### src/rtl/sdram_delay_master_if.sv
// Avalon-MM bus between the delay master and the SDRAM controller slave.
// Active-low byteenable/read/write strobes follow the controller's native polarity.
interface sdram_delay_master_if;
  logic [24:0] avm_address;
  logic [1:0]  avm_byteenable_n;
  logic        avm_chipselect;
  logic [15:0] avm_writedata;
  logic        avm_read_n;
  logic        avm_write_n;
  logic [15:0] avm_readdata;
  logic        avm_readdatavalid;
  logic        avm_waitrequest;

  modport master (
    output avm_address, avm_byteenable_n, avm_chipselect, avm_writedata,
           avm_read_n, avm_write_n,
    input  avm_readdata, avm_readdatavalid, avm_waitrequest
  );

  modport slave (
    input  avm_address, avm_byteenable_n, avm_chipselect, avm_writedata,
           avm_read_n, avm_write_n,
    output avm_readdata, avm_readdatavalid, avm_waitrequest
  );
endinterface

### src/rtl/sdram_delay_master.sv
// Audio delay line: each sample is written to an SDRAM ring buffer and the sample
// 'delay' positions back is read and emitted. Define SDRAM_DELAY_FILL_MUTE_EN to mute unfilled history.
module sdram_delay_master #(
  parameter logic [24:0] BASE_ADDR  = 25'h0000000,
  parameter int          DEPTH_LOG2 = 16
) (
  input  logic                  clk_clk,
  input  logic                  reset_reset,
  input  logic [15:0]           sample_in,
  input  logic                  sample_in_valid,
  input  logic [23:0]           delay_len,
  output logic [15:0]           sample_out,
  output logic                  sample_out_valid,
  output logic                  overrun,
  sdram_delay_master_if.master  avm,
  output logic [2:0]            state_dbg,
  output logic [DEPTH_LOG2:0]   fill_dbg
);

  // Bus handshake: a command (chipselect=1) is held stable and completes on the
  // first cycle with avm_waitrequest=0; read data is taken only when
  // avm_readdatavalid=1 in WAIT_DATA. sample_in_valid/sample_out_valid are
  // single-cycle strobes with no back-pressure.
  typedef enum logic [2:0] {
    IDLE      = 3'd0,
    WRITE     = 3'd1,
    READ      = 3'd2,
    WAIT_DATA = 3'd3,
    EMIT      = 3'd4
  } state_t;

  localparam logic [23:0]         DELAY_MAX = 24'((64'd1 << DEPTH_LOG2) - 64'd1);
  localparam logic [DEPTH_LOG2:0] FILL_MAX  = {1'b1, {DEPTH_LOG2{1'b0}}};
  localparam logic [DEPTH_LOG2-1:0] PTR_ONE = {{(DEPTH_LOG2-1){1'b0}}, 1'b1};
  localparam logic [DEPTH_LOG2:0] FILL_ONE  = {{DEPTH_LOG2{1'b0}}, 1'b1};

  state_t state, state_nx;

  logic [DEPTH_LOG2-1:0] wr_ptr;
  logic [DEPTH_LOG2-1:0] delay_q;
  logic [DEPTH_LOG2-1:0] delay_clamped;
  logic [DEPTH_LOG2-1:0] rd_ptr;
  logic [DEPTH_LOG2:0]   fill_cnt;
  logic [15:0]           sample_q;
  logic                  load_out;
  logic [15:0]           out_nx;
  logic                  mute;

  assign delay_clamped = (delay_len > DELAY_MAX) ? DELAY_MAX[DEPTH_LOG2-1:0]
                                                 : delay_len[DEPTH_LOG2-1:0];
  // Ring offset wraps naturally at DEPTH_LOG2 bits.
  assign rd_ptr = wr_ptr - delay_q;

`ifdef SDRAM_DELAY_FILL_MUTE_EN
  assign mute = (fill_cnt < {1'b0, delay_q});
`else
  assign mute = 1'b0;
`endif

  always_ff @(posedge clk_clk) begin
    if (reset_reset) state <= IDLE;
    else             state <= state_nx;
  end

  always_comb begin
    state_nx = state;
    load_out = 1'b0;
    out_nx   = sample_q;
    case (state)
      IDLE: if (sample_in_valid) state_nx = WRITE;
      WRITE: begin
        if (!avm.avm_waitrequest) begin
          if (delay_q == '0) begin
            state_nx = EMIT;
            load_out = 1'b1;
          end else if (mute) begin
            state_nx = EMIT;
            load_out = 1'b1;
            out_nx   = '0;
          end else begin
            state_nx = READ;
          end
        end
      end
      READ: if (!avm.avm_waitrequest) state_nx = WAIT_DATA;
      WAIT_DATA: begin
        if (avm.avm_readdatavalid) begin
          state_nx = EMIT;
          load_out = 1'b1;
          out_nx   = avm.avm_readdata;
        end
      end
      EMIT:    state_nx = IDLE;
      default: state_nx = IDLE;
    endcase
  end

  // Bus outputs decode straight from the state register, so they stay
  // constant for as long as waitrequest holds the FSM in WRITE or READ.
  always_comb begin
    avm.avm_address      = '0;
    avm.avm_writedata    = '0;
    avm.avm_byteenable_n = 2'b11;
    avm.avm_chipselect   = 1'b0;
    avm.avm_read_n       = 1'b1;
    avm.avm_write_n      = 1'b1;
    case (state)
      WRITE: begin
        avm.avm_address      = BASE_ADDR + 25'(wr_ptr);
        avm.avm_writedata    = sample_q;
        avm.avm_byteenable_n = 2'b00;
        avm.avm_chipselect   = 1'b1;
        avm.avm_write_n      = 1'b0;
      end
      READ: begin
        avm.avm_address      = BASE_ADDR + 25'(rd_ptr);
        avm.avm_byteenable_n = 2'b00;
        avm.avm_chipselect   = 1'b1;
        avm.avm_read_n       = 1'b0;
      end
      default: ;
    endcase
  end

  always_ff @(posedge clk_clk) begin
    if (reset_reset) begin
      wr_ptr     <= '0;
      fill_cnt   <= '0;
      delay_q    <= '0;
      sample_q   <= '0;
      sample_out <= '0;
      overrun    <= 1'b0;
    end else begin
      if (state == IDLE && sample_in_valid) begin
        sample_q <= sample_in;
        delay_q  <= delay_clamped;
      end
      if (state != IDLE && sample_in_valid) overrun <= 1'b1;
      if (load_out) sample_out <= out_nx;
      if (state == EMIT) begin
        wr_ptr <= wr_ptr + PTR_ONE;
        if (fill_cnt != FILL_MAX) fill_cnt <= fill_cnt + FILL_ONE;
      end
    end
  end

  assign sample_out_valid = (state == EMIT);
  assign state_dbg        = state;
  assign fill_dbg         = fill_cnt;

endmodule
### src/flat_wrapper.sv
// flat-port wrapper written by rule: the top's interface ports become plain ports
module sdram_delay_master_flat 
#(
  parameter logic [24:0] BASE_ADDR  = 25'h0000000,
  parameter int          DEPTH_LOG2 = 16
)
  (clk_clk, reset_reset, sample_in, sample_in_valid, delay_len, sample_out, sample_out_valid, overrun, state_dbg, fill_dbg, avm_avm_address, avm_avm_byteenable_n, avm_avm_chipselect, avm_avm_writedata, avm_avm_read_n, avm_avm_write_n, avm_avm_readdata, avm_avm_readdatavalid, avm_avm_waitrequest);
  sdram_delay_master_if avm_i ();
  input  logic clk_clk;
  input  logic reset_reset;
  input  logic [15:0] sample_in;
  input  logic sample_in_valid;
  input  logic [23:0] delay_len;
  output logic [15:0] sample_out;
  output logic sample_out_valid;
  output logic overrun;
  output logic [2:0] state_dbg;
  output logic [DEPTH_LOG2:0] fill_dbg;
  output wire logic [$bits(avm_i.avm_address)-1:0] avm_avm_address;
  output wire logic [$bits(avm_i.avm_byteenable_n)-1:0] avm_avm_byteenable_n;
  output wire logic [$bits(avm_i.avm_chipselect)-1:0] avm_avm_chipselect;
  output wire logic [$bits(avm_i.avm_writedata)-1:0] avm_avm_writedata;
  output wire logic [$bits(avm_i.avm_read_n)-1:0] avm_avm_read_n;
  output wire logic [$bits(avm_i.avm_write_n)-1:0] avm_avm_write_n;
  input wire logic [$bits(avm_i.avm_readdata)-1:0] avm_avm_readdata;
  input wire logic [$bits(avm_i.avm_readdatavalid)-1:0] avm_avm_readdatavalid;
  input wire logic [$bits(avm_i.avm_waitrequest)-1:0] avm_avm_waitrequest;
  assign avm_avm_address = avm_i.avm_address;
  assign avm_avm_byteenable_n = avm_i.avm_byteenable_n;
  assign avm_avm_chipselect = avm_i.avm_chipselect;
  assign avm_avm_writedata = avm_i.avm_writedata;
  assign avm_avm_read_n = avm_i.avm_read_n;
  assign avm_avm_write_n = avm_i.avm_write_n;
  assign avm_i.avm_readdata = avm_avm_readdata;
  assign avm_i.avm_readdatavalid = avm_avm_readdatavalid;
  assign avm_i.avm_waitrequest = avm_avm_waitrequest;
  sdram_delay_master #(.BASE_ADDR(BASE_ADDR), .DEPTH_LOG2(DEPTH_LOG2)) u_core (.clk_clk(clk_clk), .reset_reset(reset_reset), .sample_in(sample_in), .sample_in_valid(sample_in_valid), .delay_len(delay_len), .sample_out(sample_out), .sample_out_valid(sample_out_valid), .overrun(overrun), .avm(avm_i), .state_dbg(state_dbg), .fill_dbg(fill_dbg));
endmodule
### config.mk
export PLATFORM = sky130hd
export DESIGN_NAME = sdram_delay_master_flat
export DESIGN_NICKNAME = d
export VERILOG_FILES = /design/src/rtl/sdram_delay_master_if.sv /design/src/rtl/sdram_delay_master.sv /design/src/flat_wrapper.sv
export SDC_FILE = /design/constraint.sdc
export NUM_CORES = 1
export LEC_CHECK = 0
export CORE_AREA = 2 2 100 102
export DETAILED_ROUTE_END_ITERATION = 8
export DIE_AREA = 0 0 102 104
export GPL_TIMING_DRIVEN = 0
export PLACE_DENSITY = 0.9
export SLEW_MARGIN = 30
export SYNTH_ARGS = -nofsm -noshare
export SYNTH_HDL_FRONTEND = slang
export SYNTH_SLANG_ARGS = --single-unit
### constraint.sdc
create_clock -name clk_clk -period 4.15 [get_ports clk_clk]
set_input_delay 0.6225 -clock clk_clk [delete_from_list [all_inputs] [get_ports clk_clk]]
set_output_delay 0.6225 -clock clk_clk [all_outputs]
set_load 0.02 [all_outputs]
# --- Word-level counts from Yosys, hierarchy flattened ---
# Cells that the tools add are included.
op_classes:
  n_lt_le_gt_ge: 1
  n_mux: 19
  reduce_logical: 8
  n_eq_ne: 9
  n_addsub: 3
ops:
  columns: ["operator", "count"]
  rows:
  - ["$mux W16", 4]
  - ["$pmux W16 S2", 1]
  - ["$gt A24 B16 Y1 const B", 1]
  - ["$add A17 B1 Y17 const B", 1]
  - ["$ne A17 B17 Y1 const B", 1]
  - ["$add A16 B1 Y16 const B", 1]
  - ["$logic_not A16 Y1", 1]
  - ["$sub A16 B16 Y16", 1]
  - ["$mux W3", 5]
  - ["$pmux W3 S4", 1]
  - ["$ne A2 B2 Y1 const B", 4]
  - ["$eq A3 B2 Y1 const B", 2]
  - ["$mux W1", 6]
  - ["$reduce_and A4 Y1", 1]
  - ["$eq A3 B1 Y1 const B", 1]
  - ["$eq A3 B3 Y1 const B", 1]
  - ["$logic_not A3 Y1", 1]
  - ["$reduce_bool A3 Y1", 1]
  - ["$logic_and A1 B1 Y1", 2]
  - ["$mux W2", 1]
  - ["$pmux W1 S2", 1]
  - ["$reduce_and A2 Y1", 1]
  - ["$reduce_or A2 Y1", 1]
totals:
  input_bits: 61
  register_bits: 85

# --- Longest topological paths before layout ---
logic_depth:
  word_depth: 4
  ltp_mapped: 9
  depth_no_buf: 9

# --- Worst setup path after synthesis ---
# OpenSTA, ideal clock, no wires.
synth_timing:
  path_type: "register -> output"
  startpoint: "register u_core.wr_ptr[0]"
  endpoint: "output avm_avm_address[10]"
  n_path_buf: 0
  path_stages_with_launch: 10
  path_slack_ps: 1341
  arrival_ps: 2186
  path_cell_list: "dfxtp_1 > inv_1 > ha_1 > fa_1 > nor2b_1 > o21ai_0 > a21o_1 > a211oi_1 > mux2_2 > nand2_1"
synth_via:
  elab_chain_cells: 2
synth_rtl:
  columns: ["element", "line_no", "rtl"]
  rows:
  - ["start: declaration", "sdram_delay_master.sv:39", "logic [DEPTH_LOG2-1:0] wr_ptr;"]
  - ["start signal: assignment", "sdram_delay_master.sv:141", "wr_ptr <= wr_ptr + PTR_ONE;"]
  - ["$sub A16 B16 Y16", "sdram_delay_master.sv:52", "assign rd_ptr = wr_ptr - delay_q;"]
  - ["$pmux W16 S2", "sdram_delay_master.sv:107", "case (state)"]
  - ["end: declaration", "flat_wrapper.sv:19", "output wire logic [$bits(avm_i.avm_address)-1:0] avm_avm_address;"]
# Every way passes these cells.

# --- Final worst setup path ---
# Same ends and word-level chain as after synthesis.

==> reports/summary.txt <==
CP endpoint kind - output port
Hold Vio Cnt, Final - 0
Post-synth top cells - nor2_1, dfxtp_1, nand2_1, a21oi_1, inv_1
Largest net degree at the start of global routing - 16
Height of the die - 104 um
Final Wtd Congestion - 0.9382
Post-synth ARST share - 0%
Mean post-synth cell area - 7.850 um2
Die Area - 0.01061 mm2
Nets - 833
HP Start - u_core.sample_q[14]
Syn. warnings - 0
Post-cts resize count - 0
Hold path depth - 2
Worst R2R Path Depth - 6
Clock net sink count - 85
RSZ-0062 raised after global routing - no
DR iter-0 viols - 303
Max-slew headroom - 51.80%
Worst-path cell chain - inv_1 -> ha_1 -> fa_1 -> nor2b_1 -> o21ai_0 -> a21o_1 -> a211oi_1 -> mux2_2 -> nand2_1 -> clkdlybuf4s50_1
Post-cts hold buffer count - 0
Antenna Violating Nets Remaining - 0
Fmax - 253.1 MHz
Post-synth EDFFs - 0
Gr ovfl total - 0
Final setup viols - 0
Primary FF master, synth - dfxtp_1
Post-route design area - 0.006432 mm2
MaxCap Viol Count - 0
First-pass DRT Iterations - 5
WP data required - 3.53 ns
Flop2flop setup slack - 2.06 ns
Placed Cells - 874
Via/cell ratio - 5.487
Initial antenna violation count - 0
Port Buf Inserts - 134
Vias - 4878
Static Leak - 2.500 nW
Final Total Pwr - 1.895 mW
Pwr/cell area - 294.6 mW/mm2
Hold Crit Endpoint - u_core.sample_q[14]
H-Tree Level Count - 3
Synthesized instance count - 599
Worst IR Drop VDD - 207.2 uV
Clk root buf - clkbuf_8
Yosys reg bits - 85
Core area - 0.009549 mm2
First-pass GRT wire length - 23200 um
Area share of the largest cell type after synthesis - 36.19%
Status - finished, final reports clean
I/O pins - 145
Clk_skew - 0.01659 ns
Final slew viol count - 0
Cell Count, Final, Fillers Out - 889
CP startpoint - u_core.wr_ptr[0]
DRC viols - 0
Worst flop-to-flop path startpoint - u_core.state_dbg[2]
Critical path's largest stage delay - 0.61 ns
Placed cell areas - 0.006240 mm2
Top post-synthesis cells by area - dfxtp_1, nor2_1, ha_1, nand2_1, a21oi_1
Reg clk slew, reported paths - 0.09 ns
Crit Path Class - register to output port
Wire per inst - 16.26 um
TNS Setup - 0 ns
Critical path buffers and inverters - 2
Yosys top cell by area - dfxtp_1
Fraction of layout cells with a size suffix above 1 - 7.540%
Worst-Margin Slew - 0.7198 ns
P&R area growth vs syn - 36.80%
DRT Wirelength - 14450 um
Site Rows - 36
CTS tree - done
CP Launch Type - register
Starting Density - 49.24%
Post-synthesis cell area - 0.004702 mm2
Max FO, Critical Path - 5
Gr usage total - 27.37%
CP top delay family - buffers and inverters
CP max stage cell - clkdlybuf4s50_1
Crit path arrival time - 3.33 ns
Post-synthesis sequential area ratio - 36.19%
Max Buffers Root-to-Sink - 2
Die Wd - 102 um
Vias in the first global route - 4811
Worst skew pair latency - 0.36 ns
Setup Buffers After CTS - 0
Post-DP HPWL - 11100 um
Min-delay worst type - register to register
Hold Slack - 0.4781 ns
Top-count cell post-synth - nor2_1
Yosys cell types - 54
Fin crit period - 3.952 ns
Final worst path period share - 95.22%
TritonCTS Buffers - 9
Capturing point of the worst reg2reg path - u_core.wr_ptr[15]
Diode count - 0
where the power goes:
part / total (mW) / internal (mW) / leakage [nW] / switching (mW)
Clock: 0.598 / 0.281 / 0.0965 / 0.318
Combinational: 0.418 / 0.190 / 1.71 / 0.228
Sequential: 0.878 / 0.851 / 0.692 / 0.0275
Total: 1.90 / 1.32 / 2.50 / 0.574
metal layers:
metal	vias up	share of wire, %	GRT usage, %
li1	2346	-	-
met4	0	3.6	12.76
met2	201	50	46.52
met5	-	0	0
met3	38	5.4	3.898
met1	2293	41	33.60
final cells by class:
class | instances | area [um2]
buffer | 38 | 197.7
clock buffer | 9 | 123.9
clock inverter | 6 | 68.82
fill | 783 | 3117
inverter | 31 | 116.4
multi-input combinational | 453 | 2716
sequential | 85 | 1702
tap | 133 | 166.4
timing repair buffer | 134 | 1341
worst reg2reg max path: stages (launching register included):
cell and delay, ns:
dfxtp_1 0.49, nor3b_4 0.54, nand4_4 0.23, nor3_2 0.33, nand3_1 0.14, xor2_1 0.17
nor2_1 0.05
metrics by stage:
stage	setup slack [ns]	util (%)
3_3_place_gp	0.6552	65.34
6_report	0.1983	67.36
5_1_grt	0.008049	67.36
2_1_floorplan	1.341	-
3_5_place_dp	0.6199	65.34
4_1_cts	0.2163	67.36
worst max path at each step:
stage	endpoint	slack, ns	cells after the start
2_1_floorplan	avm_avm_address[10]	1.34	9
3_3_place_gp	avm_avm_address[10]	0.66	10
3_5_place_dp	avm_avm_address[10]	0.62	10
4_1_cts	avm_avm_address[10]	0.22	10
5_1_grt	avm_avm_address[10]	0.008	10
6_report	avm_avm_address[10]	0.20	10
cells in the final DEF (no fill, tap or decap), types with 18 or more instances in the layout:
cell type	n
dfxtp_1	85
clkdlybuf4s50_1	134
nor4_1	27
ha_1	19
inv_1	29
nor2_1	106
nand2_1	61
xnor2_1	18
a21oi_1	37
and2_1	19
a211oi_1	18
sequential cells by signal, indices dropped and copies added, names as in the netlist:
name / count
u_core.delay_q: 16
u_core.sample_out: 16
u_core.sample_q: 16
u_core.state_dbg: 3
u_core.overrun: 1
u_core.fill_dbg: 17
u_core.wr_ptr: 16
kinds of logic (layout without fill, tap and decap cells):
family / after synthesis / after routing / share of synthesized area (%)
simple gates: 286 / 286 / 30.95
compound gates: 100 / 100 / 13.41
xor+xnor: 35 / 35 / 6.519
flops: 85 / 85 / 36.19
other cells: 1 / 9 / 0.07975
fa+ha+maj: 20 / 20 / 5.482
buf+inv: 69 / 218 / 6.679
mux: 3 / 3 / 0.6918
(Power assumes the default switching activity.)
